$ cat src/rtl/fifo_stream_reader.sv
// fifo_stream_reader: FIFO read adapter (1-cycle read latency) presenting a valid/ready stream
// through a 2-entry prefetch buffer. Optional FIFO_RD_STATS_EN adds pop/stall counters.
module fifo_stream_reader #(
    parameter int WIDTH = 8
) (
    input  logic             clk,
    input  logic             rst_n,
    output logic             fifo_re,
    input  logic [WIDTH-1:0] fifo_rdata,
    input  logic             fifo_empty,
    input  logic             flush,
    output logic             out_valid,
    output logic [WIDTH-1:0] out_data,
    input  logic             out_ready,
    output logic [1:0]       buf_level
`ifdef FIFO_RD_STATS_EN
    ,
    output logic [31:0]      stat_words,
    output logic [31:0]      stat_stall
`endif
);

    logic [WIDTH-1:0] mem0, mem1;
    logic             head, tail, infl;
    logic [1:0]       held, cnt;
    logic             cap, pop;

    // Issue depends only on registered state, so out_ready never reaches fifo_re.
    assign cnt       = held + {1'b0, infl};
    assign fifo_re   = rst_n && !flush && !fifo_empty && (cnt < 2'd2);
    assign out_valid = (held != 2'd0);
    assign out_data  = head ? mem1 : mem0;
    assign buf_level = held;
    assign pop       = out_valid && out_ready;
    assign cap       = infl && !flush;

    // Occupancy, pointers and in-flight tracking; flush drops everything incl. the in-flight word.
    always_ff @(posedge clk or negedge rst_n) begin
        if (!rst_n) begin
            held <= 2'd0;
            head <= 1'b0;
            tail <= 1'b0;
            infl <= 1'b0;
        end else if (flush) begin
            held <= 2'd0;
            head <= 1'b0;
            tail <= 1'b0;
            infl <= 1'b0;
        end else begin
            infl <= fifo_re;
            held <= held + {1'b0, cap} - {1'b0, pop};
            if (cap) tail <= ~tail;
            if (pop) head <= ~head;
        end
    end

    // Capture returning read data into the tail slot.
    always_ff @(posedge clk or negedge rst_n) begin
        if (!rst_n) begin
            mem0 <= '0;
            mem1 <= '0;
        end else if (cap) begin
            if (tail) mem1 <= fifo_rdata;
            else      mem0 <= fifo_rdata;
        end
    end

`ifdef FIFO_RD_STATS_EN
    // Saturating pop and stall counters, independent of flush.
    always_ff @(posedge clk or negedge rst_n) begin
        if (!rst_n) begin
            stat_words <= 32'd0;
            stat_stall <= 32'd0;
        end else begin
            if (pop && stat_words != 32'hFFFF_FFFF) stat_words <= stat_words + 32'd1;
            if (out_valid && !out_ready && stat_stall != 32'hFFFF_FFFF) stat_stall <= stat_stall + 32'd1;
        end
    end
`endif

endmodule

$ cat config.mk
export PLATFORM = sky130hd
export DESIGN_NAME = fifo_stream_reader
export DESIGN_NICKNAME = d
export VERILOG_FILES = /design/src/rtl/fifo_stream_reader.sv
export SDC_FILE = /design/constraint.sdc
export NUM_CORES = 1
export LEC_CHECK = 0
export CAP_MARGIN = 30
export CORE_ASPECT_RATIO = 0.7
export CORE_MARGIN = 1
export CORE_UTILIZATION = 51
export DETAILED_ROUTE_END_ITERATION = 6
export GPL_TIMING_DRIVEN = 0
export PLACE_DENSITY = 0.89
export SYNTH_ARGS = -nofsm -noshare
export SYNTH_HDL_FRONTEND = slang
export SYNTH_SLANG_ARGS = --single-unit
$ cat constraint.sdc
create_clock -name clk -period 4.4 [get_ports clk]
set_clock_uncertainty 0.05 [all_clocks]
set_input_delay 0.44 -clock clk [delete_from_list [all_inputs] [get_ports clk]]
set_output_delay 0.44 -clock clk [all_outputs]
set_load 0.02 [all_outputs]
==> results.py, run 1 <==
metrics = {
    "drt": {
        "wl_per_cell_um": 15.05,
        "drtPass1Iterations": 3,
        "drc_errors": 0,
        "vias_per_cell": 5.308,
        "route.vias.total": 621,
        "wl_mm": 1.761,
        "initialDrtViolationCount": 5,
        "ant_nets": 0,
    },
    "synth": {
        "syn_nets": 83,
        "synth_cell_type_count": 17,
        "synth_compound_area_share_pct": 3.291,
        "synth_top_family_by_area": "multiplexers",
        "synthMuxAreaShare_pct": 28.48,
        "syn_area_um2": 988.4,
        "synth-adder-area-share_pct": 2.532,
        "ys_ff_latch": 21,
        "syn_area_per_cell_um2": 14.54,
        "synthSimpleGateAreaFrac_pct": 7.975,
        "synth_cells": 68,
        "seq_area_frac_synth_pct": 53.16,
        "synth_xor_area_share_pct": 3.165,
        "yosysWarnings": 0,
    },
    "finish": {
        "final_net_count": 112,
        "num_antenna_cells": 0,
        "stdcell_count": 117,
        "area_growth_pct": 31.52,
        "layout-drive-gt1-share_pct": 37.50,
    },
    "power_and_ir_drop": {
        "p_per_area_nw_per_um2": 565.8,
        "power_frac_comb_pct": 49.0,
        "p_sw_share_pct": 32.75,
        "p_leak_nw": 0.6096,
        "clockPowerShare_pct": 12.2,
        "seqPwrFrac_pct": 38.8,
        "p_switching_mw": 0.2409,
        "peakVddDrop_mv": 0.4581,
        "fin_total_pwr_mw": 0.7356,
        "p_int_mw": 0.4947,
    },
    "placed_design": {
        "placed_cells": 112,
        "globalplace.congestion": 0.7821,
        "io_buffers": 23,
    },
    "critical_path": {
        "crit_path_end_kind": "output pin",
        "worstPathArrival_ps": 1970,
        "required_ps": 3910,
        "startpoint_type": "input port",
        "crit_fanout": 22,
        "worstSetupPathType": "in -> out",
    },
    "worst_hold_path": {
        "hp-class": "in -> async",
    },
    "grt": {
        "grt_pass1_vias": 649,
        "grt-ovfl-total": 0,
        "grt_use_total_pct": 21.37,
        "grt_start_max_net_pins": 24,
        "antenna_found_initial": 0,
        "grt_pass1_wl_mm": 2.987,
    },
    "clock_network": {
        "clk_pin_slew_ps": 120,
        "cts_tree": "built",
        "cts_root_buffer": "clkbuf_4",
        "cts.path.max_buffers": 2,
        "post_cts_buffers": 0,
        "htree_levels": 1,
        "insertion_delay_ps": 300,
        "ctsResizeCount": 0,
        "hold_buffers": 0,
        "cts_sinks": 21,
        "numCtsBuffers": 3,
    },
    "run_status": {
        "outcome": "finished, final reports clean",
    },
    "sta": {
        "period_needed_ps": 2458,
        "max_freq_mhz": 406.9,
        "fin_tns_setup_ps": 0,
        "slew_headroom_pct": 66.81,
        "rsz0062_at_grt": "false",
        "maxSlewViolCount": 0,
        "final.period_utilization_pct": 55.86,
        "final-setup-viol-count": 0,
        "hold_violations": 0,
        "tightest_slew_ps": 497.3,
    },
    "die": {
        "ioPinCount": 25,
        "coreArea_um2": 1697,
        "rows": 12,
        "start_util_pct": 58.26,
        "die_w_um": 54.62,
        "die_h_um": 38.84,
        "dieArea_um2": 2121,
    },
    "flow_run": {
        "maxCapViolCount": 0,
    },
}
-- stage by stage --
step	setup WS (ps)	util (%)	instance area (um2)	hold WS (ps)
floorplan	2737	-	988.4	94.41
global placement	1445	73.38	1245	430.8
detailed placement	1414	73.38	1245	441.5
CTS	1415	75.00	1272	349.1
global route	1889	76.62	1300	247.2
finish	1942	76.62	1300	280.5
-- flip-flops by register name, summed over array words and instances (netlist names) --
name / cells
head: 1
mem1: 8
tail: 1
mem0: 8
buf_level: 2
infl: 1
-- cells by family after synthesis --
| family | count (synthesis) |
|---|---|
| AOI/OAI and AO/OA | 4 |
| xor gates and xnor gates | 2 |
| adders and majority gates | 2 |
| buffers and inverters | 3 |
| DFF | 21 |
| muxes | 25 |
| and+or+nand+nor | 11 |
-- synth_stat cells (all sizes together) --
cell type  number  area [um2]
xnor2           1       8.760
dfrtp          21       525.5
a21oi           1       5.000
inv             1       3.750
nand3b          1       11.26
o21a            1       7.510
nor2b           2       12.51
ha              2       25.02
mux2           25       281.5
or2             1       6.260
o211a           2       20.02
buf             2       10.01
xnor3           1       22.52
nor3b           1       18.77
or2b            1       7.510
and3            1       7.510
nor2            4       15.01
-- worst max-delay path, cell delays in order --
cell	delay [ps]
clkdlybuf4s50_1	580
buf_16	190
o211a_1	160
clkdlybuf4s50_1	600
-- path summary, 6_finish.rpt --
check | startpoint | to | slack, ps | cells after the start
setup / recovery | rst_n | fifo_re | 1940 | 4
hold / removal | rst_n | buf_level[0]$_DFF_PN0_ | 280 | 1
setup reg to reg | infl$_DFF_PN0_ | buf_level[1]$_DFF_PN0_ | 2800 | 6
hold reg to reg | mem1[5]$_DFFE_PN0P_ | mem1[5]$_DFFE_PN0P_ | 460 | 1
max in group asynchronous | rst_n | mem1[5]$_DFFE_PN0P_ | 3660 | 2
min in group clk | flush | buf_level[1]$_DFF_PN0_ | 370 | 2
-- final cells by class --
| class | instances | area (um2) |
|---|---|---|
| flip-flops and latches | 21 | 525.5 |
| clock inverters | 1 | 5.005 |
| well taps | 21 | 26.28 |
| plain buffers | 2 | 10.01 |
| clock buffers | 3 | 22.52 |
| multi-input cells | 44 | 449.2 |
| inverters | 1 | 3.754 |
| repair buffers | 24 | 257.7 |
| fillers | 106 | 396.6 |
-- power by group through the flow --
stage / logic [mW] / clock network, mW / registers (mW)
after global placement: 0.353 / 0 / 0.284
after detailed placement: 0.360 / 0 / 0.291
after CTS: 0.362 / 0.0953 / 0.285
after floorplan: 0.214 / 0 / 0.288
after global routing: 0.390 / 0.105 / 0.293
final: 0.360 / 0.0897 / 0.285
-- cells in the final DEF, fill, tap and decap left out, types with 2 or more instances in the layout --
master and instances:
mux2_2 25, clkdlybuf4s50_1 23, dfrtp_1 21, nor2_1 4
clkbuf_4 3, buf_2 2, nor2b_1 2, o211a_1 2
ha_1 2
-- layer usage --
layer / vias up / track usage (%) / share of wire (%)
met5: - / 0 / 0
met4: 0 / 5.769 / 0.45
met3: 2 / 8.235 / 3.5
met2: 10 / 34.34 / 48
met1: 309 / 26.79 / 48
li1: 300 / - / -
Note: power is estimated with default switching activity, not from simulation.
==> run 2, diff against run 1 <==
--- a/config.mk
+++ b/config.mk
@@ -8,10 +8,10 @@
 export CAP_MARGIN = 30
 export CORE_ASPECT_RATIO = 0.7
 export CORE_MARGIN = 1
-export CORE_UTILIZATION = 51
+export CORE_UTILIZATION = 47
 export DETAILED_ROUTE_END_ITERATION = 6
 export GPL_TIMING_DRIVEN = 0
-export PLACE_DENSITY = 0.89
+export PLACE_DENSITY = 0.83
 export SYNTH_ARGS = -nofsm -noshare
 export SYNTH_HDL_FRONTEND = slang
 export SYNTH_SLANG_ARGS = --single-unit
==> constraint.sdc (replaced) <==
create_clock -name clk -period 2.55 [get_ports clk]
set_clock_uncertainty 0.05 [all_clocks]
set_input_delay 0.255 -clock clk [delete_from_list [all_inputs] [get_ports clk]]
set_output_delay 0.255 -clock clk [all_outputs]
set_load 0.02 [all_outputs]
==> results.py, run 2 (synthesis gave the netlist of run 1 again) <==
metrics = {
    "clock_network": {
        "clk_pin_slew_ps": 120,
        "insertion_delay_ps": 300,
        "cts_root_buffer": "clkbuf_4",
        "cts_tree": "built",
        "cts_sinks": 21,
        "post_cts_buffers": 0,
        "numCtsBuffers": 3,
        "htree_levels": 1,
        "cts.path.max_buffers": 2,
    },
    "placed_design": {
        "hpwl_mm": 1.351,
        "pre_cts_ws_ps": -58.96,
        "globalplace.congestion": 0.7533,
        "io_buffers": 23,
    },
    "sta": {
        "slew_headroom_pct": 33.76,
        "tightest_slew_ps": 993.5,
        "maxSlewViolCount": 0,
        "setup_slack_ps": 260.3,
        "final.period_utilization_pct": 89.79,
        "final-setup-viol-count": 0,
        "hold_violations": 0,
        "period_needed_ps": 2290,
        "max_freq_mhz": 436.7,
        "rsz0062_at_grt": "false",
        "fin_tns_setup_ps": 0,
    },
    "run_status": {
        "violations": "design-rule violations",
        "outcome": "finished, violations left",
    },
    "grt": {
        "grt-ovfl-total": 0,
        "grt_start_max_net_pins": 24,
        "grt_pass1_wl_mm": 3.105,
        "antenna_found_initial": 0,
        "grt_pass1_vias": 663,
        "grt_use_total_pct": 19.11,
    },
    "die": {
        "die_h_um": 40.37,
        "dieArea_um2": 2293,
        "die_w_um": 56.81,
        "ioPinCount": 25,
        "coreArea_um2": 1919,
        "start_util_pct": 51.50,
        "rows": 13,
    },
    "critical_path": {
        "rr_startpoint": "infl$_DFF_PN0_",
        "required_ps": 2250,
        "worstPathArrival_ps": 1980,
        "startpoint_type": "input port",
        "r2r-end": "buf_level[1]$_DFF_PN0_",
        "crit_fanout": 23,
        "crit_path_end_kind": "output pin",
        "reg2reg_depth": 6,
        "worstSetupPathType": "in -> out",
        "regToRegSetupSlack_ps": 920,
    },
    "drt": {
        "ant_nets": 0,
        "wl_per_cell_um": 15.74,
        "route.vias.total": 622,
        "drtPass1Iterations": 6,
        "drc_errors": 2,
        "vias_per_cell": 5.316,
        "initialDrtViolationCount": 9,
        "wl_mm": 1.841,
    },
    "worst_hold_path": {
        "hp-class": "in -> async",
    },
    "power_and_ir_drop": {
        "p_per_area_nw_per_um2": 1002,
        "fin_total_pwr_mw": 1.274,
        "peakVddDrop_mv": 0.6460,
        "p_leak_nw": 0.5956,
    },
    "finish": {
        "final_common_cell": "mux2_2",
        "final_cell_mix": "mux2_2 (25), clkdlybuf4s50_1 (22), dfrtp_1 (21)",
        "layout-drive-gt1-share_pct": 35.79,
        "num_antenna_cells": 0,
        "final_net_count": 111,
        "fillCellCount": 159,
        "area_growth_pct": 28.61,
    },
    "flow_run": {
        "maxCapViolCount": 0,
    },
}
## run 2: layer usage
| metal | share of wire [%] | vias up | GRT usage, % |
|---|---|---|---|
| met1 | 45 | 310 | 22.09 |
| met4 | 0 | 0 | 1.829 |
| met2 | 49 | 16 | 36.01 |
| li1 | - | 296 | - |
| met5 | 0 | - | 0 |
| met3 | 5.4 | 0 | 7.742 |
## run 2: layout make-up
| cell class | instances | area (um2) | area share [%] |
|---|---|---|---|
| Sequential cell | 21 | 525.5 | 41.34 |
| Multi-Input combinational cell | 44 | 449.2 | 35.33 |
| Timing Repair Buffer | 23 | 229.0 | 18.01 |
| Tap cell | 22 | 27.53 | 2.165 |
| Clock buffer | 4 | 26.28 | 2.067 |
| Buffer | 2 | 10.01 | 0.7874 |
| Inverter | 1 | 3.754 | 0.2953 |
## run 2: how the worst max path moves through the flow
stage                              to                    from  slack [ps]
2_1_floorplan  buf_level[1]$_DFF_PN0_  buf_level[0]$_DFF_PN0_        1000
4_1_cts                       fifo_re                   rst_n         200
3_5_place_dp                  fifo_re                   rst_n         -60
6_report                      fifo_re                   rst_n         260
3_3_place_gp                  fifo_re                   rst_n         -40
5_1_grt                       fifo_re                   rst_n          90
## run 2: repair_timing
| item | in CTS | in global routing |
|---|---|---|
| gates resized for setup | 1 | 0 |
| endpoints found under the hold margin | 0 | 0 |
| setup endpoints to repair | 1 | 0 |
| hold buffers | 0 | 0 |
## run 2: power by group
group | leakage, nW | internal (mW) | total [mW] | switching (mW)
registers | 0.272 | 0.433 | 0.494 | 0.0614
clock network | 0.0150 | 0.0610 | 0.160 | 0.0991
logic | 0.309 | 0.358 | 0.620 | 0.262
## run 2: worst max-delay path, stage by stage
cell and delay (ps):
dlygate4sd2_1 860, o211a_1 260, clkdlybuf4s50_1 600
## run 2: metrics by stage
stage          cells  area [um2]  hold slack [ps]  util, %
6_report         117        1271            169.3    66.23
5_1_grt          117        1271            163.4    66.23
4_1_cts          117        1271            177.0    66.23
3_5_place_dp     113        1246            441.6    64.93
3_3_place_gp     113        1246            431.0    64.93
2_1_floorplan     68       988.4           -90.59        -
==> run 3, diff against run 2 <==
--- a/config.mk
+++ b/config.mk
@@ -10,6 +10,7 @@
 export CORE_MARGIN = 1
 export CORE_UTILIZATION = 47
 export DETAILED_ROUTE_END_ITERATION = 6
+export GPL_ROUTABILITY_DRIVEN = 1
 export GPL_TIMING_DRIVEN = 0
 export PLACE_DENSITY = 0.83
 export SYNTH_ARGS = -nofsm -noshare
==> results of run 3 <==
Same layout as run 2: the final DEF is identical, and so are final timing and power.
